--- src/rtl/game_input_conditioner.sv ---
// ============================================================================
// game_input_conditioner
// Synchronizes buttons and switches, debounces buttons and produces press,
// release and auto-repeat strobes.
// Revision: 1.0
// ============================================================================
`default_nettype none

module game_input_conditioner #(
    parameter int w_key                  = 2,
    parameter int w_sw                   = 9,
    parameter int debounce_counter_width = 20,
    parameter int repeat_counter_width   = 24
) (
    input  logic             clk,
    input  logic             reset_n,
    input  logic [w_key-1:0] key_n,
    input  logic [w_sw-1:0]  sw,
    output logic [w_key-1:0] key_down,
    output logic [w_key-1:0] key_press,
    output logic [w_key-1:0] key_release,
    output logic [w_key-1:0] key_repeat,
    output logic [w_sw-1:0]  sw_sync
);

    localparam int c_w = debounce_counter_width;
    localparam int c_r = repeat_counter_width;

    logic [w_key-1:0] key_meta;
    logic [w_key-1:0] key_sync_n;
    logic [w_sw-1:0]  sw_meta;
    logic [w_key-1:0] k_sync;

    // Key flops park at "released" so a held key is re-debounced after reset.
    always_ff @(posedge clk or negedge reset_n) begin
        if (!reset_n) begin
            key_meta   <= '1;
            key_sync_n <= '1;
            sw_meta    <= '0;
            sw_sync    <= '0;
        end else begin
            key_meta   <= key_n;
            key_sync_n <= key_meta;
            sw_meta    <= sw;
            sw_sync    <= sw_meta;
        end
    end

    assign k_sync = ~key_sync_n;

    generate
        for (genvar i = 0; i < w_key; i++) begin : g_key
            logic [c_w-1:0] dcnt;
            logic [c_r-1:0] rcnt;
            logic           down_q;
            logic           press_q;
            logic           release_q;
            logic           repeat_q;
            logic           flip;

            assign flip = (k_sync[i] != down_q) && (dcnt == '1);

            always_ff @(posedge clk or negedge reset_n) begin
                if (!reset_n) begin
                    dcnt      <= '0;
                    rcnt      <= '0;
                    down_q    <= 1'b0;
                    press_q   <= 1'b0;
                    release_q <= 1'b0;
                    repeat_q  <= 1'b0;
                end else begin
                    press_q   <= flip && k_sync[i];
                    release_q <= flip && !k_sync[i];
                    // A wrap that coincides with the release edge must not repeat.
                    repeat_q  <= (flip && k_sync[i]) ||
                                 (down_q && !flip && (rcnt == '1));

                    if (k_sync[i] == down_q) begin
                        dcnt <= '0;
                    end else if (dcnt == '1) begin
                        down_q <= k_sync[i];
                        dcnt   <= '0;
                    end else begin
                        dcnt <= dcnt + c_w'(1);
                    end

                    if (down_q) begin
                        rcnt <= rcnt + c_r'(1);
                    end else begin
                        rcnt <= '0;
                    end
                end
            end

            assign key_down[i]    = down_q;
            assign key_press[i]   = press_q;
            assign key_release[i] = release_q;
            assign key_repeat[i]  = repeat_q;
        end
    endgenerate

endmodule

`default_nettype wire

--- config.mk ---
export PLATFORM = sky130hd
export DESIGN_NAME = game_input_conditioner
export DESIGN_NICKNAME = d
export VERILOG_FILES = /design/src/rtl/game_input_conditioner.sv
export SDC_FILE = /design/constraint.sdc
export NUM_CORES = 1
export LEC_CHECK = 0
export BUFFER_PORTS_ARGS = -buffer_cell sky130_fd_sc_hd__buf_2
export CAP_MARGIN = 30
export CORE_ASPECT_RATIO = 1.25
export CORE_UTILIZATION = 55
export DETAILED_ROUTE_END_ITERATION = 10
export PLACE_DENSITY = 0.72
export SYNTH_ARGS = -nofsm -noshare
export SYNTH_HDL_FRONTEND = slang
export SYNTH_SLANG_ARGS = --single-unit
--- constraint.sdc ---
create_clock -name clk -period 2.4 [get_ports clk]
set_clock_uncertainty 0.15 [all_clocks]
set_input_delay 0.24 -clock clk [delete_from_list [all_inputs] [get_ports clk]]
set_output_delay 0.24 -clock clk [all_outputs]
set_load 0.05 [all_outputs]
==> results.toml, run 1 <==
[timing]
setup_viol = 0
timing.final.crit_period_ns = 2.25
tns_ns = 0
worst_slew_pin_slew_ns = 0.671
grt_setup_unrepaired = "false"
fin_crit_sh_pct = 93.7
fmax_mhz = 445
hold_viol = 0
slew_violations = 0
slew_headroom_pct = 55.2
fin_ws_ns = 0.151

[floorplan]
dieArea_sq_um = 9960
die_h_um = 111
core-area_sq_um = 9220
core.rowCount = 39
initial_core_util_pct = 57.0
ios = 30
die_w_um = 89.5

[place]
portBuffers = 29
pre_cts_ws_ns = 0.130
gp_congestion = 0.820
dpl.hpwl_mm = 6.40

[power]
peakVddDrop_v = 0.000466
leakagePower_nw = 2.56
powerDensity_nw_per_um2 = 758

[synthesis]
synth_ff_type = "dfrtp_1"
synth_area_sq_um = 5260
yosysSeqAreaShare_pct = 56.2
yosysUniqueCellTypes = 42
yosysWarnings = 0
synth_nets = 516
synth-seq-cells = 118
syn_area_per_cell_sq_um = 10.5
ys_async_sr_fraction_pct = 100
synth_edf_count = 0
syn_inst = 499

[setup_path]
path_class = "reg -> reg"
setup.worst_path.start = "g_key[0].rcnt[0]"
arrival_ns = 2.43
rr_startpoint = "g_key[0].rcnt[0]"
crit_required_ns = 2.58
crit_fanout = 11
crit_path_start_kind = "flop"
critPathCaptureType = "flop"

[clock_network]
cts_tree = "built"
clock_path_buffers = 2
cts_root_buf = "clkbuf_16"
clk_pin_slew_worst_paths_ns = 0.06
worstSkewPairLatency_ns = 0.41
htree_num_levels = 4
numCtsBuffers = 17
cts_sinks = 118

[grt]
grt_overflow = 0
grtUsageTotal_pct = 22.8
antenna_found_initial = 0
grt_pass1_vias = 3881
grt_max_degree = 56
grt_pass1_wl_mm = 17.4

[flow_run]
drv_cap = 0

[outcome]
status = "finished, final reports clean"

[worst_hold_path]
hold_class = "in -> async"

[cells_and_area]
fin_util_pct = 67.7
area_growth_pct = 18.7
nets = 562
layout-drive-gt1-share_pct = 15.4
antennaDiodeCount = 0

[detailed_routing]
wire_per_inst_um = 14.6
drt_iter0_drc = 156
routed_wl_mm = 9.92
drc = 0
vias = 3842
dr.pass1.iters = 4
drtAntennaViolNets = 0
viasPerCell = 5.64
cell usage after synthesis (9+ instances only):
cell	instances	area share, %
a21oi_1	29	2.8
and4_1	11	1.8
buf_4	9	1.3
clkbuf_1	13	0.93
dfrtp_1	114	54
inv_1	19	1.4
nand2_1	23	1.6
nand3_1	28	2.7
nand4_1	23	2.7
nor2_1	61	4.4
nor3_1	10	0.95
nor4_1	11	1.3
o21ai_0	9	0.86
o31ai_1	14	2.0
or4_1	14	2.0
xnor2_1	28	4.7
xor2_1	24	4.0
metrics by stage:
stage	total power, mW	instance area, sq um	hold slack, ns	cells
after CTS	4.78	6240	0.116	681
after global placement	2.19	5520	0.00769	637
final	4.73	6240	0.114	681
after global routing	4.88	6240	0.148	681
after detailed placement	2.19	5520	0.00972	637
after floorplan	2.12	5260	-0.206	499
sequential cells by signal, indices dropped and copies added, names as in the netlist:
signal,count
g_key.dcnt,40
g_key.down_q,2
g_key.press_q,2
g_key.rcnt,48
g_key.release_q,2
g_key.repeat_q,2
key_meta,2
key_sync_n,2
sw_meta,9
sw_sync,9
power breakdown:
group | switching, mW | total, mW | internal [mW]
registers | 0.0162 | 2.04 | 2.02
logic | 0.0916 | 0.134 | 0.0422
clock network | 0.858 | 2.56 | 1.70
worst max-delay path: stages (launching register included):
cell     delay, ns
dfrtp_1       0.39
ha_2          0.24
nand4_2       0.11
or4_4         0.60
or4_1         0.53
a21oi_1       0.16
cell families (layout without fill, tap and decap cells):
kind of cell | after synthesis | in the layout | synth area share (%)
AND/OR/NAND/NOR | 213 | 213 | 21.8
AO/OA/AOI/OAI | 65 | 65 | 7.83
multiplexers | 3 | 3 | 0.571
XOR/XNOR | 52 | 52 | 8.66
adder cells (fa/ha/maj) | 4 | 4 | 0.952
buffers and inverters | 44 | 103 | 3.97
flip-flops | 118 | 118 | 56.2
metal layers:
metal / share of wire (%) / track usage (%) / vias up
li1: - / - / 1869
met3: 2.5 / 6.45 / 18
met1: 46 / 28.3 / 1909
met4: 2.2 / 10.4 / 0
met5: 0 / 0 / -
met2: 50 / 36.6 / 46
final cells by class:
class / count / area (sq um)
timing repair buffer: 52 / 363
sequential: 118 / 2960
tap: 123 / 154
inverter: 19 / 71.3
multi-input combinational: 337 / 2100
fill: 703 / 2980
clock inverter: 10 / 128
clock buffer: 22 / 474
cells in the final DEF (no fill, tap or decap), types with 5 or more instances in the layout:
| cell | instances |
|---|---|
| inv_1 | 19 |
| and4_1 | 11 |
| nand3_1 | 28 |
| clkinv_2 | 6 |
| a21oi_1 | 29 |
| o31ai_1 | 14 |
| buf_2 | 28 |
| dfrtp_1 | 114 |
| nor4_1 | 11 |
| xnor2_1 | 28 |
| nor2_1 | 61 |
| nand4_1 | 23 |
| clkbuf_16 | 17 |
| o21ai_0 | 9 |
| dlygate4sd3_1 | 12 |
| or4_1 | 14 |
| nand2_1 | 23 |
| or3_1 | 8 |
| nor3_1 | 10 |
| buf_4 | 11 |
| xor2_1 | 24 |
| and3_1 | 5 |
worst paths after layout:
check | cells after the start | to | slack [ns]
max | 5 | g_key[0].rcnt[20] | 0.15
min | 2 | g_key[1].rcnt[11] | 0.11
max reg2reg | 5 | g_key[0].rcnt[20] | 0.15
min reg2reg | 0 | sw_sync[4] | 0.19
max in group asynchronous | 3 | key_sync_n[0] | 1.26
min in group clk | 0 | sw_sync[4] | 0.19
timing repair:
action / in CTS / in global routing
gates resized for setup: 0 / 1
hold endpoints to repair: 99 / 0
setup buffers: 0 / 0
hold buffers: 12 / 0
setup endpoints to repair: 0 / 1
(Power assumes the default switching activity.)
==> inputs of run 2 (changes only) <==
--- a/config.mk
+++ b/config.mk
@@ -8,9 +8,10 @@
 export BUFFER_PORTS_ARGS = -buffer_cell sky130_fd_sc_hd__buf_2
 export CAP_MARGIN = 30
 export CORE_ASPECT_RATIO = 1.25
-export CORE_UTILIZATION = 55
+export CORE_UTILIZATION = 57
+export CTS_BUF_LIST = sky130_fd_sc_hd__clkbuf_8
 export DETAILED_ROUTE_END_ITERATION = 10
-export PLACE_DENSITY = 0.72
+export PLACE_DENSITY = 0.74
 export SYNTH_ARGS = -nofsm -noshare
 export SYNTH_HDL_FRONTEND = slang
 export SYNTH_SLANG_ARGS = --single-unit
==> results.toml, run 2 (synthesis gave the netlist of run 1 again) <==
[setup_path]
crit_slowest_cell = "or4_4"
rr_endpoint = "g_key[0].rcnt[22]"
rr_startpoint = "g_key[0].rcnt[0]"
crit_path_start_kind = "flop"
critPathCaptureType = "flop"
cpPeakStageDelay_ns = 0.60
arrival_ns = 2.47
crit_required_ns = 2.59
path_class = "reg -> reg"
path_delay_family = "simple AND/OR/NAND/NOR gates"
cp_cell_sequence = "ha_1 -> nand4_2 -> or4_4 -> or4_1 -> a21oi_1"
path_buf_inv = 0
reg2regPathDepth = 5
r2r_slack_ns = 0.13
crit_fanout = 11

[clock_network]
cts_setup_buffers = 0
clk_pin_slew_worst_paths_ns = 0.07
cts_root_buf = "clkbuf_8"
numCtsBuffers = 17
htree_num_levels = 4
cts_sinks = 118
worstSkewPairLatency_ns = 0.43
cts_tree = "built"
clock_path_buffers = 2

[floorplan]
core.rowCount = 38
die_h_um = 109
die_w_um = 87.9
initial_core_util_pct = 59.8
ios = 30
dieArea_sq_um = 9620
core-area_sq_um = 8800

[timing]
setup_viol = 0
slew_headroom_pct = 53.2
hold_ws_ns = 0.118
tns_ns = 0
fin_crit_sh_pct = 94.8
slew_violations = 0
timing.final.crit_period_ns = 2.27
grt_setup_unrepaired = "false"
worst_slew_pin_slew_ns = 0.701
hold_viol = 0
fmax_mhz = 440

[place]
placed_cell_area_sq_um = 5520
gp_congestion = 0.820
portBuffers = 29
dpl.hpwl_mm = 6.08

[cells_and_area]
final_common_cell = "dfrtp_1"
largest_reg_flops = 48
fin_util_pct = 68.3
design_area_sq_um = 6010
area_growth_pct = 14.2
final_cell_mix = "114 x dfrtp_1, 61 x nor2_1, 29 x a21oi_1"
nets = 562
antennaDiodeCount = 0
layout-drive-gt1-share_pct = 15.2
reg.largest.list = "g_key.rcnt (48), g_key.dcnt (40)"
largest_register = "g_key.rcnt"

[power]
powerDensity_nw_per_um2 = 638
peakVddDrop_v = 0.000403
leakagePower_nw = 2.46

[grt]
grt_pass1_wl_mm = 16.4
antenna_found_initial = 0
grt_pass1_vias = 3759
grt_overflow = 0
grt_max_degree = 48
grtUsageTotal_pct = 22.4

[detailed_routing]
viasPerCell = 5.60
drtAntennaViolNets = 0
vias = 3798
drc = 0
drt_iter0_drc = 174
dr.pass1.iters = 4
routed_wl_mm = 9.30
wire_per_inst_um = 13.7

[worst_hold_path]
hold_class = "in -> async"

[outcome]
status = "finished, final reports clean"

[flow_run]
drv_cap = 0
==> run 2: area by class of cell <==
cell class	instances	area (sq um)
clock buffer	21	289
clock inverter	11	82.6
fill	660	2790
inverter	19	71.3
multi-input combinational	337	2090
sequential	118	2960
tap	120	150
timing repair buffer	52	363
==> run 2: what timing repair did <==
| item | in CTS | in global routing |
|---|---|---|
| hold endpoints to repair | 125 | 0 |
| hold buffers | 12 | 0 |
| gates resized for setup | 0 | 0 |
==> run 2: worst max path at each step <==
stage	depth (start not counted)	start	to
global route	5	g_key[0].rcnt[0]	g_key[0].rcnt[22]
finish	5	g_key[0].rcnt[0]	g_key[0].rcnt[22]
detailed placement	5	g_key[0].rcnt[0]	g_key[0].rcnt[20]
global placement	5	g_key[0].rcnt[0]	g_key[0].rcnt[22]
floorplan	6	g_key[0].rcnt[0]	g_key[0].rcnt[22]
CTS	5	g_key[0].rcnt[0]	g_key[0].rcnt[22]
==> run 2: routing by layer <==
metal | part of all wire [%] | routed length (um) | up-vias | GRT usage, %
li1 | - | - | 1873 | -
met1 | 45 | 4220 | 1851 | 27.9
met2 | 50 | 4610 | 61 | 36.8
met3 | 3.4 | 320 | 13 | 5.78
met4 | 1.7 | 154 | 0 | 9.72
met5 | 0 | 0 | - | 0
==> run 2: per-stage QoR <==
step           power [mW]  worst slack (ns)  cells
6_report             3.83             0.125    678
5_1_grt              3.99           0.00523    678
4_1_cts              3.88             0.121    678
3_5_place_dp         2.19             0.135    634
3_3_place_gp         2.19             0.197    634
2_1_floorplan        2.12             0.199    499
==> run 2: power by group <==
group	switching [mW]	internal (mW)
logic	0.0922	0.0425
registers	0.0157	2.02
clock network	0.757	0.908
==> inputs of run 3 (changes only) <==
--- a/config.mk
+++ b/config.mk
@@ -11,7 +11,7 @@
 export CORE_UTILIZATION = 57
 export CTS_BUF_LIST = sky130_fd_sc_hd__clkbuf_8
 export DETAILED_ROUTE_END_ITERATION = 10
-export PLACE_DENSITY = 0.74
+export PLACE_DENSITY = 0.84
 export SYNTH_ARGS = -nofsm -noshare
 export SYNTH_HDL_FRONTEND = slang
 export SYNTH_SLANG_ARGS = --single-unit
==> results.toml, run 3 (synthesis gave the netlist of run 1 again) <==
[floorplan]
core.rowCount = 38
dieArea_sq_um = 9620
initial_core_util_pct = 59.8
core-area_sq_um = 8800
die_h_um = 109
ios = 30
die_w_um = 87.9

[detailed_routing]
wire_per_inst_um = 15.5
routed_wl_mm = 10.5
drc = 0
drt_iter0_drc = 226
viasPerCell = 5.82
drtAntennaViolNets = 0
dr.pass1.iters = 7
vias = 3936

[clock_network]
numCtsBuffers = 17
clk_pin_slew_worst_paths_ns = 0.07
clock_path_buffers = 2
cts_setup_buffers = 0
cts_root_buf = "clkbuf_8"
htree_num_levels = 4
worstSkewPairLatency_ns = 0.44
cts_tree = "built"
cts_sinks = 118

[setup_path]
crit_required_ns = 2.61
rr_endpoint = "g_key[0].rcnt[20]"
r2r_slack_ns = 0.12
crit_slowest_cell = "or4_4"
cp_cell_sequence = "ha_2 -> nand4_2 -> or4_4 -> or4_1 -> a21oi_1"
reg2regPathDepth = 5
rr_startpoint = "g_key[0].rcnt[0]"
cpPeakStageDelay_ns = 0.60
critPathCaptureType = "flop"
path_class = "reg -> reg"
crit_fanout = 11
arrival_ns = 2.49
crit_path_start_kind = "flop"

[timing]
fmax_mhz = 439
slew_headroom_pct = 54.3
hold_ws_ns = 0.0221
timing.final.crit_period_ns = 2.28
worst_slew_pin_slew_ns = 0.685
fin_crit_sh_pct = 94.9
tns_ns = 0
grt_setup_unrepaired = "false"
slew_violations = 0
setup_viol = 0
hold_viol = 0
fin_ws_ns = 0.123

[cells_and_area]
nets = 560
largest_reg_flops = 48
antennaDiodeCount = 0
reg.largest.list = "g_key.rcnt (48), g_key.dcnt (40)"
final_common_cell = "dfrtp_1"
largest_register = "g_key.rcnt"
area_growth_pct = 15.3
instances_no_fill = 676
final_cell_mix = "114 x dfrtp_1, 61 x nor2_1, 29 x a21oi_1"
layout-drive-gt1-share_pct = 15.3

[place]
portBuffers = 29
dpl.hpwl_mm = 6.48
gp_congestion = 0.808
dpl.cell_count = 632
pre_cts_ws_ns = 0.118

[grt]
antenna_found_initial = 0
grtUsageTotal_pct = 24.2
grt_overflow = 0
grt_pass1_wl_mm = 17.7
grt_pass1_vias = 4028
grt_max_degree = 68

[worst_hold_path]
hold_class = "in -> async"

[power]
power_mw = 4.12
powerDensity_nw_per_um2 = 679
peakVddDrop_v = 0.000346
leakagePower_nw = 2.47

[flow_run]
drv_cap = 0

[outcome]
status = "finished, final reports clean"
## run 3: stage by stage
step,area (sq um),util [%]
after floorplan,5260,-
after global placement,5510,62.7
after detailed placement,5510,62.7
after CTS,6060,68.9
after global routing,6070,69.0
final,6070,69.0
## run 3: how the worst max path moves through the flow
stage                      from                 to  depth (start not counted)
2_1_floorplan  g_key[0].rcnt[0]  g_key[0].rcnt[22]                          6
5_1_grt        g_key[0].rcnt[0]  g_key[0].rcnt[20]                          5
3_5_place_dp   g_key[0].rcnt[0]  g_key[0].rcnt[22]                          5
4_1_cts        g_key[0].rcnt[0]  g_key[0].rcnt[20]                          5
6_report       g_key[0].rcnt[0]  g_key[0].rcnt[20]                          5
3_3_place_gp   g_key[0].rcnt[0]  g_key[0].rcnt[22]                          5
## run 3: worst max-delay path, delay by kind of cell, from the launching register on
kind | cells | cell delay [ns]
AO/OA/AOI/OAI | 1 | 0.17
adder cells (fa/ha/maj) | 1 | 0.24
flip-flops | 1 | 0.39
AND/OR/NAND/NOR | 3 | 1.24
## run 3: per-layer routing
| metal | vias up | wire, um | track usage (%) |
|---|---|---|---|
| met5 | - | 0 | 0 |
| met4 | 0 | 294 | 12.1 |
| met3 | 29 | 396 | 7.21 |
| met2 | 97 | 5410 | 41.7 |
| met1 | 1946 | 4370 | 27.1 |
| li1 | 1864 | - | - |
## run 3: what timing repair did
action                                  CTS  global route
hold buffers                             12             0
endpoints found under the setup margin    0             1
endpoints found under the hold margin   127             0
gates resized for setup                   0             1
## run 3: layout make-up
type                    count  area [sq um]
repair buffers             50           360
inverters                  19          71.3
clock buffers              18           248
fillers                   592          2730
multi-input cells         337          2100
flip-flops and latches    118          2960
clock inverters            14           183
well taps                 120           150
## run 3: power by group
part	switching (mW)	internal (mW)
clock	0.801	1.15
sequential	0.0160	2.02
combinational	0.0925	0.0439
